File: src/rtl/adder_sched_pkg.sv
`default_nettype none
// ============================================================================
//  adder_sched_pkg : shared types and round-robin pick helper for adder_scheduler
//  Rev 1.0
// ============================================================================
package adder_sched_pkg;

  typedef enum logic [1:0] {
    IDLE = 2'd0,
    EXEC = 2'd1,
    CAPT = 2'd2,
    DONE = 2'd3
  } state_t;

  // The pick helper works on a fixed-size vector; callers zero-extend up to 32 requesters.
  localparam int RR_MAXN = 32;
  localparam int RR_IW   = 5;

  // One-hot grant of the first set request at or after ptr, wrapping at n.
  function automatic logic [RR_MAXN-1:0] rr_pick(
    input logic [RR_MAXN-1:0] req,
    input logic [RR_IW-1:0]   ptr,
    input logic [RR_IW:0]     n
  );
    logic [RR_MAXN-1:0] pick;
    logic               found;
    logic [RR_IW:0]     idx;
    pick  = '0;
    found = 1'b0;
    for (int k = 0; k < RR_MAXN; k++) begin
      idx = {1'b0, ptr} + (RR_IW+1)'(k);
      if (idx >= n) idx = idx - n;
      if (!found && (k < int'(n)) && req[idx[RR_IW-1:0]]) begin
        pick[idx[RR_IW-1:0]] = 1'b1;
        found                = 1'b1;
      end
    end
    return pick;
  endfunction

endpackage
`default_nettype wire

File: src/rtl/rr_arbiter.sv
`default_nettype none
// ============================================================================
//  rr_arbiter : combinational round-robin arbiter, one-hot grant plus index
//  Rev 1.0
// ============================================================================
module rr_arbiter
  import adder_sched_pkg::*;
#(
  parameter int NREQ = 4,
  parameter int IW   = 2
) (
  input  logic [NREQ-1:0] req_i,
  input  logic [IW-1:0]   ptr_i,
  output logic [NREQ-1:0] gnt_o,
  output logic [IW-1:0]   idx_o,
  output logic            any_o
);

  logic [RR_MAXN-1:0] w_pick;

  always_comb begin
    w_pick = rr_pick(RR_MAXN'(req_i), RR_IW'(ptr_i), (RR_IW+1)'(NREQ));
    gnt_o  = w_pick[NREQ-1:0];
    any_o  = |w_pick;
    idx_o  = '0;
    for (int i = 0; i < NREQ; i++) begin
      if (w_pick[i]) idx_o = IW'(i);
    end
  end

endmodule
`default_nettype wire

File: src/rtl/adder_scheduler.sv
`default_nettype none
// ============================================================================
//  adder_scheduler : round-robin sharing of one Adder counter between requesters
//  Rev 1.0
// ============================================================================
module adder_scheduler
  import adder_sched_pkg::*;
#(
  parameter int NREQ  = 4,
  parameter int WIDTH = 8,
  parameter int LW    = 3
) (
  input  logic               aclk,
  input  logic               srst,
  input  logic [NREQ-1:0]    req,
  input  logic [NREQ-1:0]    op_clr,
  input  logic [NREQ*LW-1:0] op_len,
  output logic [NREQ-1:0]    gnt,
  output logic [NREQ-1:0]    done,
  output logic [WIDTH-1:0]   result,
  output logic               add_clr,
  output logic               add_inc,
  input  logic [WIDTH-1:0]   add_out
);

  localparam int IW = (NREQ > 1) ? $clog2(NREQ) : 1;

  state_t           state_q, state_d;
  logic [NREQ-1:0]  gnt_q, gnt_d;
  logic [IW-1:0]    ptr_q, ptr_d;
  logic [IW-1:0]    idx_q, idx_d;
  logic             clr_q, clr_d;
  logic [LW-1:0]    cnt_q, cnt_d;
  logic [WIDTH-1:0] result_q, result_d;

  logic [NREQ-1:0]  w_arb_gnt;
  logic [IW-1:0]    w_arb_idx;
  logic             w_arb_any;
  logic [LW-1:0]    w_len;
  logic             w_fsm_clr;
  logic             w_fsm_inc;
  logic [NREQ-1:0]  w_done;

  rr_arbiter #(
    .NREQ (NREQ),
    .IW   (IW)
  ) u_arb (
    .req_i (req),
    .ptr_i (ptr_q),
    .gnt_o (w_arb_gnt),
    .idx_o (w_arb_idx),
    .any_o (w_arb_any)
  );

  always_comb w_len = op_len[w_arb_idx*LW +: LW];

  always_comb begin
    state_d   = state_q;
    gnt_d     = gnt_q;
    ptr_d     = ptr_q;
    idx_d     = idx_q;
    clr_d     = clr_q;
    cnt_d     = cnt_q;
    result_d  = result_q;
    w_fsm_clr = 1'b0;
    w_fsm_inc = 1'b0;
    w_done    = '0;
    unique case (state_q)
      IDLE: begin
        if (w_arb_any) begin
          gnt_d   = w_arb_gnt;
          idx_d   = w_arb_idx;
          clr_d   = op_clr[w_arb_idx];
          cnt_d   = w_len;
          // A zero-length increment is a plain read: skip straight to capture.
          state_d = (!op_clr[w_arb_idx] && (w_len == '0)) ? CAPT : EXEC;
        end
      end
      EXEC: begin
        if (clr_q) begin
          w_fsm_clr = 1'b1;
          state_d   = CAPT;
        end else begin
          w_fsm_inc = 1'b1;
          cnt_d     = cnt_q - LW'(1);
          if (cnt_q == LW'(1)) state_d = CAPT;
        end
      end
      CAPT: begin
        result_d = add_out;
        state_d  = DONE;
      end
      DONE: begin
        w_done  = gnt_q;
        gnt_d   = '0;
        ptr_d   = (idx_q == IW'(NREQ - 1)) ? '0 : idx_q + IW'(1);
        state_d = IDLE;
      end
      default: state_d = IDLE;
    endcase
  end

  always_ff @(posedge aclk) begin
    if (srst) begin
      state_q  <= IDLE;
      gnt_q    <= '0;
      ptr_q    <= '0;
      idx_q    <= '0;
      clr_q    <= 1'b0;
      cnt_q    <= '0;
      result_q <= '0;
    end else begin
      state_q  <= state_d;
      gnt_q    <= gnt_d;
      ptr_q    <= ptr_d;
      idx_q    <= idx_d;
      clr_q    <= clr_d;
      cnt_q    <= cnt_d;
      result_q <= result_d;
    end
  end

  // srst also clears the shared counter; inc/done are masked so an aborted op
  // can never overlap the clear or report completion.
  assign add_clr = srst | w_fsm_clr;
  assign add_inc = w_fsm_inc & ~srst;
  assign done    = srst ? '0 : w_done;
  assign gnt     = gnt_q;
  assign result  = result_q;

endmodule
`default_nettype wire
File: config.mk
export PLATFORM = sky130hd
export DESIGN_NAME = adder_scheduler
export DESIGN_NICKNAME = d
export VERILOG_FILES = /design/src/rtl/adder_sched_pkg.sv /design/src/rtl/rr_arbiter.sv /design/src/rtl/adder_scheduler.sv
export SDC_FILE = /design/constraint.sdc
export NUM_CORES = 1
export LEC_CHECK = 0
export CAP_MARGIN = 20
export CORE_MARGIN = 2
export CORE_UTILIZATION = 40
export CTS_CLUSTER_DIAMETER = 120
export CTS_CLUSTER_SIZE = 10
export DETAILED_ROUTE_END_ITERATION = 7
export PLACE_DENSITY = 0.8
export SYNTH_ARGS = -nofsm -noshare
export SYNTH_HDL_FRONTEND = slang
export SYNTH_SLANG_ARGS = --single-unit
File: constraint.sdc
create_clock -name aclk -period 4.7 [get_ports aclk]
set_clock_uncertainty 0.05 [all_clocks]
set_input_delay 1.175 -clock aclk [delete_from_list [all_inputs] [get_ports aclk]]
set_output_delay 1.175 -clock aclk [all_outputs]
set_load 0.01 [all_outputs]
# == Word-level counts from Yosys, hierarchy flattened ==
# Index checks and enable logic that the tools add are counted.
# totals
inputBits,30
output_inout_bits,18
regBits,22
word_cells,115
# classes
multipliers,1
mux,49
shifts,1
eq_ne,8
n_bitwise,6
add_sub_neg,9
n_reduce_logical,21
n_lt_le_gt_ge,13
# ops
operator,n
32-bit two-way mux,4
32-bit bitwise OR,3
32-bit OR reduction,1
"5-bit by 6-bit < comparator with 1-bit output, second input constant",4
1-bit binary-select mux with 5-bit select,4
1-bit demux with 5-bit select,4
"5-bit by 1-bit >= comparator with 1-bit output, second input constant",4
5-bit two-way mux,4
"6-bit by 3-bit >= comparator with 1-bit output, second input constant",3
1-bit two-way mux,17
"5-bit by 3-bit subtractor with 5-bit output, second input constant",3
2-bit two-way mux,7
4-bit two-way mux,3
12-bit by 5-bit variable part select with 3-bit output,1
1-bit logical AND,8
2-bit one-hot mux with 4 select lines,1
4-bit one-hot mux with 2 select lines,1
"2-bit by 2-bit adder with 3-bit output, second input constant",2
"2-bit equality test, second input constant",3
3-bit two-way mux,2
3-bit one-hot mux with 2 select lines,1
2-bit AND reduction,3
1-bit logical NOT,4
"2-bit by 2-bit multiplier with 4-bit output, second input constant",1
19 further kinds,20

# == Longest topological paths before layout ==
# depth
ltp_word,24
depth_mapped,13
mapped_depth_nobuf,11

# == Modules after synthesis ==
# A second synthesis with hierarchy kept.
# hier_totals
hier_cells,185
area_unflattened_um2,1647.8
# by_module_without_submodules
module,cells_each,instances,area_per_inst_um2
adder_scheduler,137,1,1217.4
rr_arbiter,48,1,430.4

# == Least setup slack after synthesis ==
# Ideal clock, no wire load.
# synth_path
path_type,in2reg
startpoint,input req[1]
endpoint,register cnt_q[0]
required_ns,4.579
path_stages,8
slack_ns,1.325
t_arrival_ns,3.255
cell_sequence,or2b_1 -> mux4_2 -> or3_1 -> o211ai_2 -> nor4_4 -> a211o_1 -> or3_1 -> a21oi_1
# synth_via
elab_chain_cells,19
word_cells_on_any_way,34
cone_classes,1 x mul; 1 x eq/ne; 1 x shift; 20 x mux; 3 x bitwise; 8 x reduce/logical
# synth_rtl
element,line,rtl
from (decl),adder_scheduler.sv:15,"input logic [NREQ-1:0] req,"
1-bit binary-select mux with 5-bit select,adder_sched_pkg.sv:33,if (!found && (k < int'(n)) && req[idx[RR_IW-1:0]]) begin
1-bit two-way mux (implied by the code),adder_sched_pkg.sv:33,
1-bit two-way mux,adder_sched_pkg.sv:33,
1-bit logical NOT,adder_sched_pkg.sv:33,
1-bit logical AND,adder_sched_pkg.sv:33,
1-bit two-way mux,adder_sched_pkg.sv:33,
1-bit logical NOT,adder_sched_pkg.sv:33,
1-bit logical AND,adder_sched_pkg.sv:33,
[... 2 more ...],--,
1-bit logical AND,adder_sched_pkg.sv:33,
32-bit two-way mux (*),adder_sched_pkg.sv:33,
1-bit two-way mux,rr_arbiter.sv:27,if (w_pick[i]) idx_o = IW'(i);
2-bit two-way mux (2 in series),rr_arbiter.sv:27,
2-bit by 2-bit multiplier with 4-bit output,adder_scheduler.sv:55,always_comb w_len = op_len[w_arb_idx*LW +: LW];
12-bit by 5-bit variable part select with 3-bit output,adder_scheduler.sv:55,
3-bit two-way mux,adder_scheduler.sv:70,if (w_arb_any) begin
3-bit one-hot mux with 2 select lines,adder_scheduler.sv:68,unique case (state_q)
to (signal assigned),adder_scheduler.sv:118,cnt_q <= cnt_d;
to (decl),adder_scheduler.sv:33,"logic [LW-1:0] cnt_q, cnt_d;"
# Mark *: on every way between the ends. The rest lies on a longest branch, timed or not. The select of a mux whose other input is x is not followed.
# A chain may end at the register's enable or synchronous reset.

# == Worst setup path in the final report ==
# layout_path
startpoint,input req[1]
endpoint,register state_q[0]
# layout_via
elab_chain_cells,22
word_cells_on_any_way,40
cone_classes,1 x mul; 1 x eq/ne; 1 x shift; 23 x mux; 3 x bitwise; 11 x reduce/logical
# layout_rtl
element,line,rtl
1-bit binary-select mux with 5-bit select,adder_sched_pkg.sv:33,
1-bit two-way mux (implied by the code),adder_sched_pkg.sv:33,
1-bit two-way mux,adder_sched_pkg.sv:33,
1-bit logical NOT,adder_sched_pkg.sv:33,
1-bit logical AND,adder_sched_pkg.sv:33,
1-bit two-way mux,adder_sched_pkg.sv:33,
1-bit logical NOT,adder_sched_pkg.sv:33,
1-bit logical AND,adder_sched_pkg.sv:33,
[... 5 more ...],--,
2-bit two-way mux (2 in series),rr_arbiter.sv:27,
2-bit by 2-bit multiplier with 4-bit output / 1-bit binary-select mux with 2-bit select (equally long branches),"adder_scheduler.sv:55, adder_scheduler.sv:76",
12-bit by 5-bit variable part select with 3-bit output / 1-bit two-way mux (equally long branches),"adder_scheduler.sv:55, adder_scheduler.sv:76",
3-bit logical NOT / 1-bit logical NOT (equally long branches),adder_scheduler.sv:76,state_d = (!op_clr[w_arb_idx] && (w_len == '0)) ? CAPT : EXEC;
1-bit logical AND,adder_scheduler.sv:76,
2-bit two-way mux,adder_scheduler.sv:76,
2-bit two-way mux,adder_scheduler.sv:70,
2-bit one-hot mux with 4 select lines,adder_scheduler.sv:68,
to (signal assigned),adder_scheduler.sv:113,state_q <= state_d;
to (decl),adder_scheduler.sv:28,"state_t state_q, state_d;"
# Marked as above.

==> impl_metrics.yaml <==
synthesis:
  ys.flop_type: "dfxtp_1"
  synth-edff-count: 0
  synth_most_common_cell: "nor2_1"
  yosys_register_bits: 22
  ys_seq_area_frac: 0.240
  synth_area_per_cell_um2: 8.85
  synth_area_leaders: "dfxtp_1 (24%), ha_1 (11%), mux2i_1 (9.8%)"
  synth_cell_types: 50
  yosys.area.top_type: "dfxtp_1"
  synthCells: 207
  ys_async_sr_fraction: 0
  yosysWarningCount: 0
  synth_common_cells: "nor2_1 (27), dfxtp_1 (22), mux2i_1 (18), ha_1 (16), a21oi_1 (15)"
  synth_nets: 253
  synthesis.area_um2: 1830
  synth_top_area_share: 0.240
sta:
  timing.slew.headroom: 0.561
  post-route-period-util: 0.885
  finalMaxSlewViolations: 0
  fmax_mhz: 240
  setup-tns-final_ns: 0
  finalHoldViolCount: 0
  grt_setup_unrepaired: "false"
  worst_pin_slew_ns: 0.641
  finalSetupViolCount: 0
  period_needed_ns: 4.16
routing:
  drc_errors: 0
  drt_wl_total_um: 4220
  vias: 1658
  ant_nets: 0
  wl_per_cell_um: 14.0
  drtPass1Iterations: 4
  drt_iter0_drc: 67
  viasPerCell: 5.49
layout:
  regArea_um2: 440
  final_cell_count_no_fill: 302
  drive_gt1_frac: 0.0960
  multi_input_area_um2: 1300
  final.fill_count: 402
  antenna_cells: 0
  nets: 297
  syn_to_final_growth_pct: 31.2
grt:
  grt_first_pass_wirelength_um: 6910
  grt_pass1_vias: 1561
  grt_overflow: 0
  grt_max_degree: 14
  antenna_found_initial: 0
  grt_util_all_layers: 0.166
clock_tree:
  cts_buffers: 3
  clkLatencyLatePin_ns: 0.27
  ctsResizeCount: 0
  ctsHoldBuffers: 0
  cts_buffer_depth: 2
  cts-htree-levels: 1
  cts_tree: "done"
  post_cts_buffers: 0
  clock_sinks: 22
  clock-root-buffer: "clkbuf_8"
  clk_pin_slew_ns: 0.07
setup_path:
  crit_fanout: 9
  crit_type: "input port to flip-flop"
  path_delay_family: "compound AO/OA/AOI/OAI gates"
  critPathBufInv: 1
  max_stage_delay_ns: 0.60
  worstPathArrival_ns: 4.28
  critPathLaunchType: "input port"
  required_ns: 4.82
  cp-end-kind: "flip-flop"
  cp_slowest_cell: "a2111oi_0"
  path_cells: "clkdlybuf4s50_1 -> or2b_1 -> mux4_2 -> nor4b_1 -> a2111o_1 -> nor4_4 -> a2111oi_0 -> o41ai_1 -> o311ai_1"
place:
  dp.cells: 298
  io_buffer_count: 47
  hpwl_um: 3310
  gp_congestion: 0.842
hold_path:
  hp-class: "flip-flop to flip-flop"
pwr:
  p_int_uw: 638
  ir_drop_mv: 0.146
  power_frac_comb: 0.568
  clkPwrFrac: 0.169
  sw_frac_of_total: 0.395
  power_density_nw_per_um2: 439
  power_leakage_uw: 0.000915
  seqPwrFrac: 0.262
  p_sw_uw: 417
run:
  maxCapViolCount: 0
outcome:
  status: "complete, no violations"
floorplan:
  num_rows: 24
  fp.dieArea_um2: 5140
  die_x_um: 71.7
  start_util: 0.418
  io_pins: 48
  die_h_um: 71.7
  core_um2: 4380
through the flow:
step	hold WS, ns	total power, uW	utilization	worst slack (ns)	cell area [um^2]
2_1_floorplan	0.390	717	-	1.32	1830
3_3_place_gp	0.400	863	0.532	0.452	2330
3_5_place_dp	0.414	876	0.532	0.375	2330
4_1_cts	0.424	1060	0.548	0.609	2400
5_1_grt	0.445	1130	0.548	0.391	2400
6_report	0.422	1050	0.548	0.541	2400
cell type report:
type	instances	area share
Clock inverter	1	0.0125
Multi-Input combinational cell	165	0.541
Inverter	9	0.0141
Clock buffer	3	0.0172
Sequential cell	22	0.183
Tap cell	52	0.0271
Timing Repair Buffer	50	0.205
per-layer routing:
metal  GRT usage  wire (um)  share of wire
met5           0          0              0
met4      0.0629         65          0.015
met3      0.0169        154          0.037
met2       0.279       1990           0.47
met1       0.219       2000           0.47
cells by family (layout without fill, tap and decap cells):
| family | Yosys count | count (layout) | synth area share |
|---|---|---|---|
| and+or+nand+nor | 78 | 78 | 0.247 |
| AOI/OAI and AO/OA | 48 | 48 | 0.198 |
| muxes | 23 | 23 | 0.156 |
| DFF | 22 | 22 | 0.240 |
| buffers and inverters | 20 | 63 | 0.0499 |
| adders and majority gates | 16 | 16 | 0.109 |
path summary, 6_finish.rpt:
check | start | end | slack, ns | cells after the start
max reg2reg | ptr_q[1] | state_q[0] | 1.27 | 11
min reg2reg | idx_q[1] | idx_q[1] | 0.42 | 2
max | req[1] | state_q[0] | 0.54 | 9
min | idx_q[1] | idx_q[1] | 0.42 | 2
power groups by stage:
| stage | Combinational [uW] | Clock [uW] | Sequential (uW) |
|---|---|---|---|
| 4_1_cts | 598 | 180 | 277 |
| 5_1_grt | 662 | 188 | 285 |
| 3_5_place_dp | 595 | 0 | 281 |
| 6_report | 599 | 179 | 277 |
| 3_3_place_gp | 584 | 0 | 279 |
| 2_1_floorplan | 431 | 0 | 286 |
cell usage in the layout (no fill, tap or decap), types with 2 or more instances in the layout:
master            n
clkdlybuf4s50_1  47
or2b_1            2
nand4_1           2
nand3_1           2
a211oi_1          5
a21oi_1          15
mux4_2            4
mux2i_1          18
nor4b_1           2
ha_1             16
a22oi_1           2
a31oi_1           3
a211oi_2          2
o31a_1            2
nor2_1           27
a311oi_1          2
nor3_2            2
buf_4             3
nand2b_1          5
nor2b_1           5
nor3_1            2
and2_1            8
or3_1             5
a221oi_1          2
nand2_1           8
o21ai_0           2
inv_1             9
dfxtp_1          22
nor3b_1           2
clkbuf_8          3
worst min-delay path: cells and delay by family (launching register included):
family / cells / cell delay, ns
simple gates: 1 / 0.05
flops: 1 / 0.32
compound gates: 1 / 0.05
sequential cells by signal, summed over array words and instances, names as in the netlist:
signal	flops
idx_q	2
gnt	4
result	8
clr_q	1
ptr_q	2
cnt_q	3
state_q	2
Note: power is estimated with default switching activity, not from simulation.
